===== src/rtl/quiz_pkg.sv =====
// Shared definitions for the arithmetic-quiz round sequencer: op codes,
// expression field positions and FSM state encoding.
package quiz_pkg;

   localparam logic [3:0] OP_ADD = 4'hA;
   localparam logic [3:0] OP_SUB = 4'hB;
   localparam logic [3:0] OP_MUL = 4'hC;
   localparam logic [3:0] OP_DIV = 4'hD;

   // Expression layout: {num1, op, num2}, one nibble each
   localparam int FIELD_W  = 4;
   localparam int NUM1_LSB = 8;
   localparam int OP_LSB   = 4;
   localparam int NUM2_LSB = 0;

   localparam logic [2:0] ST_IDLE     = 3'd0;
   localparam logic [2:0] ST_LOAD     = 3'd1;
   localparam logic [2:0] ST_WAIT     = 3'd2;
   localparam logic [2:0] ST_JUDGE    = 3'd3;
   localparam logic [2:0] ST_GAMEOVER = 3'd4;

   function automatic logic is_digit(input logic [3:0] v);
      return (v >= 4'd1) && (v <= 4'd9);
   endfunction

endpackage


===== src/rtl/exp_eval.sv =====
// Combinational evaluator: computes the 7-bit answer of a quiz expression
// and flags whether the expression is a legal round.
module exp_eval
   import quiz_pkg::*;
(
   input  logic [11:0] exp,
   output logic [6:0]  answer,
   output logic        legal
);

   logic [3:0] num1;
   logic [3:0] op;
   logic [3:0] num2;
   logic [7:0] n1;
   logic [7:0] n2;
   logic [7:0] result;

   assign num1 = exp[NUM1_LSB +: FIELD_W];
   assign op   = exp[OP_LSB   +: FIELD_W];
   assign num2 = exp[NUM2_LSB +: FIELD_W];
   assign n1   = {4'd0, num1};
   assign n2   = {4'd0, num2};

   // Operands outside 1..9 make the round illegal, which also rules out /0
   always_comb begin
      result = 8'd0;
      legal  = is_digit(num1) && is_digit(num2);
      case (op)
         OP_ADD: result = n1 + n2;
         OP_SUB: begin
            result = n1 - n2;
            if (num1 < num2) legal = 1'b0;
         end
         OP_MUL: result = n1 * n2;
         OP_DIV: begin
            if (num2 != 4'd0) result = n1 / n2;
         end
         default: legal = 1'b0;
      endcase
   end

   assign answer = result[6:0];

endmodule


===== src/rtl/quiz_round_ctrl.sv =====
// Round sequencer for the arithmetic quiz: latches an expression per round,
// times the player's answer, judges it and keeps score and lives.
module quiz_round_ctrl
   import quiz_pkg::*;
#(
   parameter int TIMEOUT_CYCLES = 50000000,
   parameter int LIVES          = 3,
   parameter int SCORE_W        = 8
) (
   input  logic               clk,
   input  logic               rst,
   input  logic               start,
   input  logic [11:0]        gen_exp,
   input  logic [1:0]         gen_line,
   input  logic               ans_valid,
   input  logic [6:0]         ans_value,
   input  logic [1:0]         ans_line,
   output logic [11:0]        cur_exp,
   output logic [1:0]         cur_line,
   output logic               exp_valid,
   output logic [31:0]        timer,
   output logic [SCORE_W-1:0] score,
   output logic [3:0]         lives,
   output logic               hit,
   output logic               miss,
   output logic               game_over
);

   localparam logic [31:0]        TIMER_INIT = 32'(TIMEOUT_CYCLES - 1);
   localparam logic [3:0]         LIVES_INIT = 4'(LIVES);
   localparam logic [SCORE_W-1:0] SCORE_MAX  = {SCORE_W{1'b1}};

   logic [2:0]         state_q,     state_d;
   logic [11:0]        cur_exp_q,   cur_exp_d;
   logic [1:0]         cur_line_q,  cur_line_d;
   logic               exp_valid_q, exp_valid_d;
   logic [31:0]        timer_q,     timer_d;
   logic [SCORE_W-1:0] score_q,     score_d;
   logic [3:0]         lives_q,     lives_d;
   logic               hit_q,       hit_d;
   logic               miss_q,      miss_d;
   logic               game_over_q, game_over_d;
   logic [6:0]         expected_q,  expected_d;
   logic               legal_q,     legal_d;

   logic [6:0] eval_answer;
   logic       eval_legal;
   logic       judge;
   logic       match;

   exp_eval u_exp_eval (
      .exp    (gen_exp),
      .answer (eval_answer),
      .legal  (eval_legal)
   );

   // Judgement outputs (hit/miss, score, lives) become visible during JUDGE
   always_comb begin
      state_d     = state_q;
      cur_exp_d   = cur_exp_q;
      cur_line_d  = cur_line_q;
      exp_valid_d = exp_valid_q;
      timer_d     = timer_q;
      score_d     = score_q;
      lives_d     = lives_q;
      hit_d       = 1'b0;
      miss_d      = 1'b0;
      game_over_d = game_over_q;
      expected_d  = expected_q;
      legal_d     = legal_q;
      judge       = 1'b0;
      match       = 1'b0;

      case (state_q)
         ST_IDLE, ST_GAMEOVER: begin
            if (start) begin
               score_d     = '0;
               lives_d     = LIVES_INIT;
               game_over_d = 1'b0;
               state_d     = ST_LOAD;
            end
         end
         ST_LOAD: begin
            cur_exp_d   = gen_exp;
            cur_line_d  = gen_line;
            expected_d  = eval_answer;
            legal_d     = eval_legal;
            timer_d     = TIMER_INIT;
            exp_valid_d = 1'b1;
            state_d     = ST_WAIT;
         end
         ST_WAIT: begin
            // An answer arriving with the final timer tick still wins
            if (ans_valid) begin
               judge = 1'b1;
               match = (ans_value == expected_q) && (ans_line == cur_line_q) && legal_q;
            end else if (timer_q == 32'd0) begin
               judge = 1'b1;
            end else begin
               timer_d = timer_q - 32'd1;
            end
            if (judge) begin
               exp_valid_d = 1'b0;
               state_d     = ST_JUDGE;
               if (match) begin
                  hit_d = 1'b1;
                  if (score_q != SCORE_MAX) score_d = score_q + SCORE_W'(1);
               end else begin
                  miss_d = 1'b1;
                  if (lives_q != 4'd0) lives_d = lives_q - 4'd1;
               end
            end
         end
         ST_JUDGE: begin
            if (lives_q == 4'd0) begin
               game_over_d = 1'b1;
               state_d     = ST_GAMEOVER;
            end else begin
               state_d = ST_LOAD;
            end
         end
         default: state_d = ST_IDLE;
      endcase
   end

   always_ff @(posedge clk or negedge rst) begin
      if (!rst) begin
         state_q     <= ST_IDLE;
         cur_exp_q   <= 12'd0;
         cur_line_q  <= 2'd0;
         exp_valid_q <= 1'b0;
         timer_q     <= 32'd0;
         score_q     <= '0;
         lives_q     <= LIVES_INIT;
         hit_q       <= 1'b0;
         miss_q      <= 1'b0;
         game_over_q <= 1'b0;
         expected_q  <= 7'd0;
         legal_q     <= 1'b0;
      end else begin
         state_q     <= state_d;
         cur_exp_q   <= cur_exp_d;
         cur_line_q  <= cur_line_d;
         exp_valid_q <= exp_valid_d;
         timer_q     <= timer_d;
         score_q     <= score_d;
         lives_q     <= lives_d;
         hit_q       <= hit_d;
         miss_q      <= miss_d;
         game_over_q <= game_over_d;
         expected_q  <= expected_d;
         legal_q     <= legal_d;
      end
   end

   assign cur_exp   = cur_exp_q;
   assign cur_line  = cur_line_q;
   assign exp_valid = exp_valid_q;
   assign timer     = timer_q;
   assign score     = score_q;
   assign lives     = lives_q;
   assign hit       = hit_q;
   assign miss      = miss_q;
   assign game_over = game_over_q;

endmodule

===== config.mk =====
export PLATFORM = sky130hd
export DESIGN_NAME = quiz_round_ctrl
export DESIGN_NICKNAME = d
export VERILOG_FILES = /design/src/rtl/quiz_pkg.sv /design/src/rtl/exp_eval.sv /design/src/rtl/quiz_round_ctrl.sv
export SDC_FILE = /design/constraint.sdc
export NUM_CORES = 1
export LEC_CHECK = 0
export CAP_MARGIN = 20
export CORE_ASPECT_RATIO = 0.6
export CORE_MARGIN = 10
export CORE_UTILIZATION = 40
export CTS_CLUSTER_DIAMETER = 150
export CTS_CLUSTER_SIZE = 10
export DETAILED_ROUTE_END_ITERATION = 8
export PLACE_DENSITY = 0.66
export SETUP_SLACK_MARGIN = 0.3
export SYNTH_ARGS = -nofsm -noshare
export SYNTH_HDL_FRONTEND = slang
export SYNTH_SLANG_ARGS = --single-unit

===== constraint.sdc =====
create_clock -name clk -period 4.1 [get_ports clk]
set_input_delay 0.615 -clock clk [delete_from_list [all_inputs] [get_ports clk]]
set_output_delay 0.615 -clock clk [all_outputs]
set_load 0.005 [all_outputs]

* After elaboration in Yosys (flattened, before gate mapping)
Cells that the tools add are included.
** Operators by class
- Add/sub/neg operators :: 5
- Multiply operators :: 1
- Div/mod/pow operators :: 1
- Magnitude comparators :: 5
- Eq/ne operators :: 20
- Mux-type cells :: 37
- Reductions and logical operators :: 21
** Operators with widths (count)
- 32-bit two-way mux :: 2
- 32-bit one-hot mux with 2 select lines :: 1
- 32-bit zero test :: 1
- 8-bit two-way mux :: 4
- 32-bit by 1-bit subtractor with 32-bit output, second input constant :: 1
- 7-bit one-hot mux with 4 select lines :: 1
- 2-bit != test, second input constant :: 9
- 4-bit == test, second input constant :: 4
- 4-bit two-way mux :: 4
- 8-bit one-hot mux with 2 select lines :: 1
- 1-bit two-way mux :: 15
- 3-bit one-hot mux with 4 select lines :: 1
- 5-bit AND reduction :: 2
- 3-bit two-way mux :: 3
- 8-bit by 1-bit adder with 8-bit output, second input constant :: 1
- 4-bit by 4-bit divider with 8-bit output :: 1
- 4-bit by 1-bit greater-or-equal comparator with 1-bit output, second input constant :: 2
- 4-bit less-or-equal comparator, second input constant :: 2
- 8-bit != test, second input constant :: 1
- 4-bit one-hot mux with 2 select lines :: 1
- 4-bit nonzero test :: 2
- 7-bit == test :: 1
- 4-bit by 4-bit multiplier with 7-bit output :: 1
- 7-bit two-way mux :: 1
- other kinds (17) :: 28
** Storage, ports and cells
- Register bits :: 73
- Input bits :: 27
- Output and inout bits :: 62
- Word-level logic and storage cells :: 102

* Depth between registers and ports, before layout
Gate-level depths: netlist (run 1).
- Depth in word-level cells :: 8
- Depth in mapped cells :: 49

* By module
A second synthesis (run 1) with hierarchy kept.
** Unflattened totals
- Cell total of the unflattened synthesis :: 683
- Area, all modules :: 5844.4 µm²
** Modules (own cells, without submodules)
- quiz_round_ctrl :: instances 1, cells each 406, area an instance 3687.3 µm², seq. area each 1829.3 µm²
- exp_eval :: instances 1, cells each 277, area an instance 2157.1 µm², seq. area each 0.0 µm²

* Worst setup path before layout (run 1)
Ideal clock, no wire load.
- Path kind :: input-to-reg
- Start :: input gen_exp[0]
- End :: register expected_q[0]
- Arrival :: 8209 ps
- Required time :: 3966 ps
- Slack :: -4243 ps
- Cell stages on the path :: 40
- Buffers on the path :: 0
- Cell sequence :: inv_1 ha_1 o211ai_1 a21o_1 nor2_1 ha_1 o211a_1 o21a_1 nor2_1 mux2_2 ha_1 o21a_1 a221o_1 a221oi_2 o21ai_0 ha_1 o21a_1 o21a_1 [... 4 more ...] a21oi_1 ha_1 o21a_1 o21a_1 o21ai_0 nor2b_1 nand2_1 a2111o_1 mux2i_1 ha_1 a21o_1 a21o_1 a21oi_1 o221ai_1 a22oi_1 o211a_1 and3b_1 a211oi_1
** Between the ends
- Longest elaborated chain between the ends :: 3
** RTL lines
- start, declared :: RTL line quiz_round_ctrl.sv:13 : input logic [11:0] gen_exp,
- 4-bit by 4-bit divider with 8-bit output / 4-bit nonzero test (equally long branches) :: RTL line exp_eval.sv:36 : if (num2 != 4'd0) result = n1 / n2;
- 7-bit two-way mux :: RTL line exp_eval.sv:36
- 7-bit one-hot mux with 4 select lines * :: RTL line exp_eval.sv:28 : case (op)
- end signal, assigned :: RTL line quiz_round_ctrl.sv:151 : expected_q <= expected_d;
- end, declared :: RTL line quiz_round_ctrl.sv:43 : logic [6:0] expected_q, expected_d;
Every way passes the cells marked *; elsewhere a longest branch is shown, timed or not.
A chain may end at the register's enable or synchronous reset.

* Final worst setup path (run 1)
Same ends and word-level chain as after synthesis.

==> results of run 1 <==
[placed cells by master, fill, tap and decap left out, drive strengths merged, types with 3 or more instances in the layout]
| cell type | Yosys | final |
|---|---|---|
| a211oi | 4 | 4 |
| a21o | 11 | 11 |
| a21oi | 21 | 21 |
| a22o | 5 | 5 |
| and2 | 4 | 4 |
| and3 | 3 | 3 |
| buf | 0 | 102 |
| clkbuf | 12 | 11 |
| clkdlybuf4s50 | 0 | 83 |
| clkinvlp | 0 | 6 |
| conb | 1 | 4 |
| dfrtp | 71 | 71 |
| fa | 6 | 6 |
| ha | 50 | 50 |
| inv | 31 | 29 |
| mux2 | 5 | 5 |
| mux2i | 5 | 5 |
| nand2 | 83 | 83 |
| nand2b | 8 | 8 |
| nand3 | 13 | 13 |
| nand3b | 3 | 3 |
| nand4 | 5 | 5 |
| nor2 | 55 | 55 |
| nor2b | 3 | 3 |
| nor3 | 26 | 26 |
| nor4 | 10 | 10 |
| o211a | 5 | 5 |
| o21a | 13 | 13 |
| o21ai | 32 | 32 |
| o221ai | 5 | 5 |
| o31ai | 3 | 3 |
| or3 | 14 | 14 |
| or4 | 8 | 8 |
| xnor2 | 23 | 23 |
| xor2 | 24 | 24 |
[kinds of logic after synthesis]
group,Yosys count,synth area share
AOI/OAI and AO/OA,120,0.155
other,1,0.000698
and+or+nand+nor,249,0.239
adders and majority gates,56,0.139
buffers and inverters,43,0.0300
xor gates and xnor gates,47,0.0766
DFF,73,0.340
muxes,10,0.0198
[synth_stat cells (12+ instances only)]
library cell	n	area, um2
nor3_1	25	125
a21oi_1	20	100
ha_1	50	626
nand3_1	13	65.1
clkbuf_1	12	45.0
nand2_1	83	312
inv_1	31	116
xnor2_1	23	201
o21ai_0	32	160
o21a_1	13	97.6
dfrtp_1	71	1780
nor2_1	55	206
or3_1	14	87.6
xor2_1	24	210
[per-layer routing]
layer  vias to the layer above  share of wire  track usage
met5                         -              0            0
met3                        18          0.054       0.0329
li1                       2517              -            -
met1                      2505           0.48        0.248
met2                       146           0.45        0.291
met4                         0         0.0094       0.0387
[how the worst max path moves through the flow]
| stage | slack, ns | cells past startpoint | endpoint | start |
|---|---|---|---|---|
| finish | -3.82 | 45 | expected_q[0] | gen_exp[0] |
| global route | -4.14 | 43 | expected_q[0] | gen_exp[0] |
| CTS | -3.84 | 43 | expected_q[0] | gen_exp[0] |
| detailed placement | -4.82 | 43 | expected_q[0] | gen_exp[0] |
| global placement | -4.48 | 42 | expected_q[0] | gen_exp[0] |
| floorplan | -3.95 | 42 | expected_q[0] | gen_exp[0] |
[repair_timing]
action / 4_1_cts / 5_1_grt
buffers inserted: 27 / 8
pin swaps: 29 / 25
setup endpoints to repair: 4 / 6
gates resized for setup: 24 / 13
[sequential cells by signal, summed over array words and instances (netlist names)]
signal      cells
cur_exp        12
cur_line        2
exp_valid       1
expected_q      7
game_over       1
hit             1
legal_q         1
lives           4
miss            1
score           8
state_q         3
timer          32
[layout make-up]
type                            count  area (um2)
Clock buffer                       10         229
Clock inverter                      6        66.3
Fill cell                        1122        5320
Inverter                           31         128
Multi-Input combinational cell    486        3600
Sequential cell                    73        1830
Tap cell                          170         213
Timing Repair Buffer              187        1630
[power breakdown]
part / switching, W / leakage (nW) / internal [W]
registers: 0.000106 / 0.888 / 0.000845
clock network: 0.000308 / 0.135 / 0.000472
logic: 0.000675 / 2.46 / 0.000676
[per-stage QoR]
| step | utilization | hold WS [ns] | std cells | power [W] |
|---|---|---|---|---|
| after floorplan | - | 0.319 | 602 | 0.00159 |
| after global placement | 0.539 | 0.465 | 911 | 0.00213 |
| after detailed placement | 0.539 | 0.479 | 911 | 0.00216 |
| after CTS | 0.580 | 0.453 | 954 | 0.00301 |
| after global routing | 0.591 | 0.491 | 963 | 0.00327 |
| final | 0.591 | 0.411 | 963 | 0.00308 |
[critical path: cells and delay by family]
| family | cells | cell delay [ns] |
|---|---|---|
| AO/OA/AOI/OAI | 18 | 3.39 |
| buffers and inverters | 15 | 1.79 |
| adder cells (fa/ha/maj) | 5 | 1.25 |
| AND/OR/NAND/NOR | 5 | 0.62 |
| multiplexers | 2 | 0.44 |
==> flow_summary_export.csv, run 1 <==
group,metric,value,unit
status,status,"complete, but fails checks",
status,violations,"negative setup slack",
placed_design,io_buffers,88,
critical_path,arrival,8.13,ns
die,io_pins,89,
critical_path,crit_slowest_cell,"a2111o_1",
critical_path,r2r_start,"timer[7]",
power_and_ir_drop,leakage,3.48,nW
timing,skew,0.00969,ns
route,drtAntennaViolNets,0,
timing,maxSlewViolCount,0,
route,drc,0,
clock_network,h-tree-depth,3,
finish,diodes,0,
timing,max_freq,126,MHz
placed_design,place_area,7020,um2
critical_path,critPathMaxStageDelay,0.44,ns
logic_synthesis,synthArstFlopShare,1.00,
logic_synthesis,synth_cells,599,
die,initial_core_util,0.413,
run,drv_cap,0,
clock_network,cts_tree,"done",
critical_path,path_max_fanout,4,
clock_network,clock_path_buffers,2,
die,std_cell_rows,32,
global_route,antenna_found_initial,0,
power_and_ir_drop,ir_worst_vdd,0.000235,V
timing,hold_violations,0,
critical_path,worst_ep_required_time,4.31,ns
die,die_h,110,um
critical_path,r2r_setup_slack,0.66,ns
critical_path,r2r_end,"timer[23]",
finish,drive_gt1_frac,0.214,
route,via_per_inst,5.39,
power_and_ir_drop,power_density,400,nW/um2
clock_network,clkSinkCount,73,
logic_synthesis,yosysSeqAreaShare,0.340,
placed_design,place_congestion,0.916,
logic_synthesis,synth.distinct_cells,67,
timing,setup_slack,-3.82,ns
route,wl_per_cell,17.7,um
timing,slew_headroom,0.312,
global_route,track_usage,0.180,
critical_path,crit_path_frequent_cell,"buf_4",
timing,finalCritPeriodShare,1.93,
route,routed_wl,17000,um
route,first_pass_iters,6,
placed_design,place_hpwl,12700,um
logic_synthesis,syn_area,5370,um2
finish,syn_to_final_growth,43.2,%
clock_network,clk_pin_slew_worst_paths,0.06,ns
clock_network,cts-buffers-inserted,9,
critical_path,startpoint_type,"input port",
global_route,grt_max_degree,74,
placed_design,post-place-ws,-4.82,ns
die,coreArea,13000,um2
logic_synthesis,synth_ff_type,"dfrtp_1",
timing,setup_violations,3,
finish,final_nets,871,
die,die_x,170,um
clock_network,clkLatencyLatePin,0.33,ns
critical_path,crit_type,"in2reg",
global_route,grt.overflow.total,0,
timing,finalSetupTns,-7.86,ns
route,drt_iter0_drc,416,
finish,postLayoutCellArea,7700,um2
hold_path,hp-class,"in2async",
critical_path,cp-end-kind,"register",
timing,rsz0062_at_grt,"yes",
route,vias,5186,
die,die_area,18600,um2
timing,tightest_slew,1.02,ns
global_route,grt_first_pass_wirelength,27500,um
global_route,grt_pass1_vias,5245,
critical_path,worstRegToRegCells,9,
logic_synthesis,synth_edf_count,0,
clock_network,cts_hold_buffers,0,
logic_synthesis,ys_ff_latch,73,
clock_network,cts_root_buf,"clkbuf_16",
logic_synthesis,synth_area_per_cell,8.97,um2
timing,period_needed,7.92,ns
logic_synthesis,yosysWarnings,0,
No activity file was read; power rests on OpenSTA's default activity.
==> run 2: changes to the inputs <==
--- a/config.mk
+++ b/config.mk
@@ -10,7 +10,7 @@
 export CORE_MARGIN = 10
 export CORE_UTILIZATION = 40
 export CTS_CLUSTER_DIAMETER = 150
-export CTS_CLUSTER_SIZE = 10
+export CTS_CLUSTER_SIZE = 40
 export DETAILED_ROUTE_END_ITERATION = 8
 export PLACE_DENSITY = 0.66
 export SETUP_SLACK_MARGIN = 0.3
==> results of run 2 <==
The final DEF is identical to that of run 1; final timing and power are the same.
==> run 3: changes to the inputs <==
--- a/config.mk
+++ b/config.mk
@@ -5,7 +5,7 @@
 export SDC_FILE = /design/constraint.sdc
 export NUM_CORES = 1
 export LEC_CHECK = 0
-export CAP_MARGIN = 20
+export CAP_MARGIN = 40
 export CORE_ASPECT_RATIO = 0.6
 export CORE_MARGIN = 10
 export CORE_UTILIZATION = 40
@@ -14,6 +14,7 @@
 export DETAILED_ROUTE_END_ITERATION = 8
 export PLACE_DENSITY = 0.66
 export SETUP_SLACK_MARGIN = 0.3
+export SKIP_LAST_GASP = 1
 export SYNTH_ARGS = -nofsm -noshare
 export SYNTH_HDL_FRONTEND = slang
 export SYNTH_SLANG_ARGS = --single-unit
==> flow_summary_export.csv, run 3 (synthesis gave the netlist of run 1 again) <==
group,metric,value,unit
status,status,"complete, but fails checks",
status,violations,"negative setup slack",
clock_network,h-tree-depth,3,
critical_path,r2r_start,"timer[8]",
placed_design,place_congestion,0.916,
timing,finalCritPeriodShare,1.94,
critical_path,worstPathBufferInverterCount,14,
finish,final_cells,982,
clock_network,cts_tree,"done",
route,via_per_inst,5.46,
route,drc,0,
finish,layout_commonest_cell,"buf_4",
timing,setup_violations,3,
clock_network,clkLatencyLatePin,0.33,ns
timing,period_needed,7.97,ns
timing,tightest_slew,0.834,ns
power_and_ir_drop,finalPower,0.00312,W
die,initial_core_util,0.413,
critical_path,crit_slowest_cell,"a2111o_1",
route,drtAntennaViolNets,0,
die,coreArea,13000,um2
die,die_x,170,um
hold_path,hp-class,"in2async",
placed_design,dp.cells,913,
finish,seqCellArea,1830,um2
route,wl_met3,1080,um
run,drv_cap,0,
critical_path,r2r_setup_slack,0.73,ns
critical_path,crit_type,"in2reg",
global_route,antenna_found_initial,0,
finish,final_cell_mix,"buf_4 (108), clkdlybuf4s50_1 (83), nand2_1 (80)",
route,first_pass_iters,5,
route,highest_layer,"met4",
route,wl_per_cell,17.8,um
global_route,track_usage,0.183,
clock_network,cts-buffers-inserted,9,
die,io_pins,89,
critical_path,crit_path_frequent_cell,"buf_4",
critical_path,cp-end-kind,"register",
timing,rsz0062_at_grt,"yes",
finish,nFillCells,1070,
clock_network,cts_root_buf,"clkbuf_16",
global_route,grt_first_pass_wirelength,27500,um
die,die_h,110,um
timing,slew_headroom,0.439,
critical_path,worstRegToRegCells,9,
global_route,grt_max_degree,60,
power_and_ir_drop,leakage,3.59,nW
finish,multiInputGateArea,3650,um2
timing,skew,0.00962,ns
die,std_cell_rows,32,
clock_network,clk_pin_slew_worst_paths,0.06,ns
clock_network,cts_hold_buffers,0,
route,met1_length,8190,um
critical_path,cp_top_family,"compound AO/OA/AOI/OAI gates",
timing,maxSlewViolCount,0,
timing,setup_slack,-3.87,ns
finish,drive_gt1_frac,0.239,
critical_path,startpoint_type,"input port",
critical_path,critPathMaxStageDelay,0.48,ns
finish,diodes,0,
route,dr_wl_met2,7950,um
finish,final_nets,890,
route,drt_iter0_drc,359,
critical_path,arrival,8.18,ns
power_and_ir_drop,ir_worst_vdd,0.000263,V
critical_path,path_max_fanout,3,
finish,largest_register_ffs,32,
timing,hold_violations,0,
critical_path,r2r_end,"timer[23]",
die,die_area,18600,um2
route,routed_wl,17500,um
route,vias,5360,
timing,max_freq,125,MHz
placed_design,io_buffers,88,
global_route,grt_pass1_vias,5324,
clock_network,clkSinkCount,73,
power_and_ir_drop,power_density,394,nW/um2
critical_path,worst_ep_required_time,4.31,ns
placed_design,place_hpwl,12700,um
clock_network,clock_path_buffers,2,
global_route,grt.overflow.total,0,
finish,syn_to_final_growth,47.0,%
==> run 3: cell types whose count changed in the layout (fill, tap and decap cells not counted), moves of 2 or more <==
| cell | previous run | this run |
|---|---|---|
| nor2_4 | 2 | 4 |
| clkinvlp_4 | 6 | 4 |
| buf_4 | 95 | 108 |
| nand2_2 | 1 | 3 |
| ha_4 | 7 | 9 |
| ha_1 | 43 | 41 |
| nand2_1 | 82 | 80 |
| clkinv_4 | 0 | 2 |
| nor2_2 | 3 | 1 |
| buf_6 | 4 | 8 |
==> run 3: per-stage QoR <==
| stage | hold WS [ns] | util | setup slack (ns) | area (um2) | setup TNS [ns] |
|---|---|---|---|---|---|
| 2_1_floorplan | 0.319 | - | -3.95 | 5500 | -7.82 |
| 3_3_place_gp | 0.465 | 0.539 | -4.48 | 7020 | -10.35 |
| 3_5_place_dp | 0.474 | 0.542 | -4.82 | 7050 | -11.31 |
| 4_1_cts | 0.129 | 0.590 | -3.75 | 7680 | -7.94 |
| 5_1_grt | 0.133 | 0.607 | -4.11 | 7900 | -8.73 |
| 6_report | 0.134 | 0.607 | -3.87 | 7900 | -8.02 |
==> run 3: final cells by class <==
cell class / count / area share
Multi-Input combinational cell: 486 / 0.462
Timing Repair Buffer: 206 / 0.229
Clock inverter: 6 / 0.00554
Tap cell: 170 / 0.0269
Clock buffer: 10 / 0.0290
Inverter: 31 / 0.0162
Sequential cell: 73 / 0.232
==> run 3: worst max-delay path by stage <==
stage | start | to | slack [ns] | cells past startpoint
4_1_cts | gen_exp[0] | expected_q[0] | -3.75 | 42
3_5_place_dp | gen_exp[0] | expected_q[0] | -4.82 | 43
3_3_place_gp | gen_exp[0] | expected_q[0] | -4.48 | 42
6_report | gen_exp[0] | expected_q[0] | -3.87 | 45
5_1_grt | gen_exp[0] | expected_q[0] | -4.11 | 42
2_1_floorplan | gen_exp[0] | expected_q[0] | -3.95 | 42
==> run 3: what timing repair did <==
action                                  in CTS  in global routing
endpoints found under the setup margin       4                  6
gates cloned                                 0                  0
resized for setup                           28                 21
buffers inserted                            40                 12
pin swaps                                   30                 20
==> run 3: report_power, final <==
group	switching, W	internal (W)	leakage [nW]
Clock	0.000311	0.000412	0.133
Sequential	0.000105	0.000845	0.888
Combinational	0.000707	0.000737	2.57
==> run 3: per-layer routing <==
layer / track usage / up-vias
met3: 0.0426 / 30
met5: 0 / -
met4: 0.0349 / 0
met2: 0.294 / 170
li1: - / 2562
met1: 0.248 / 2598
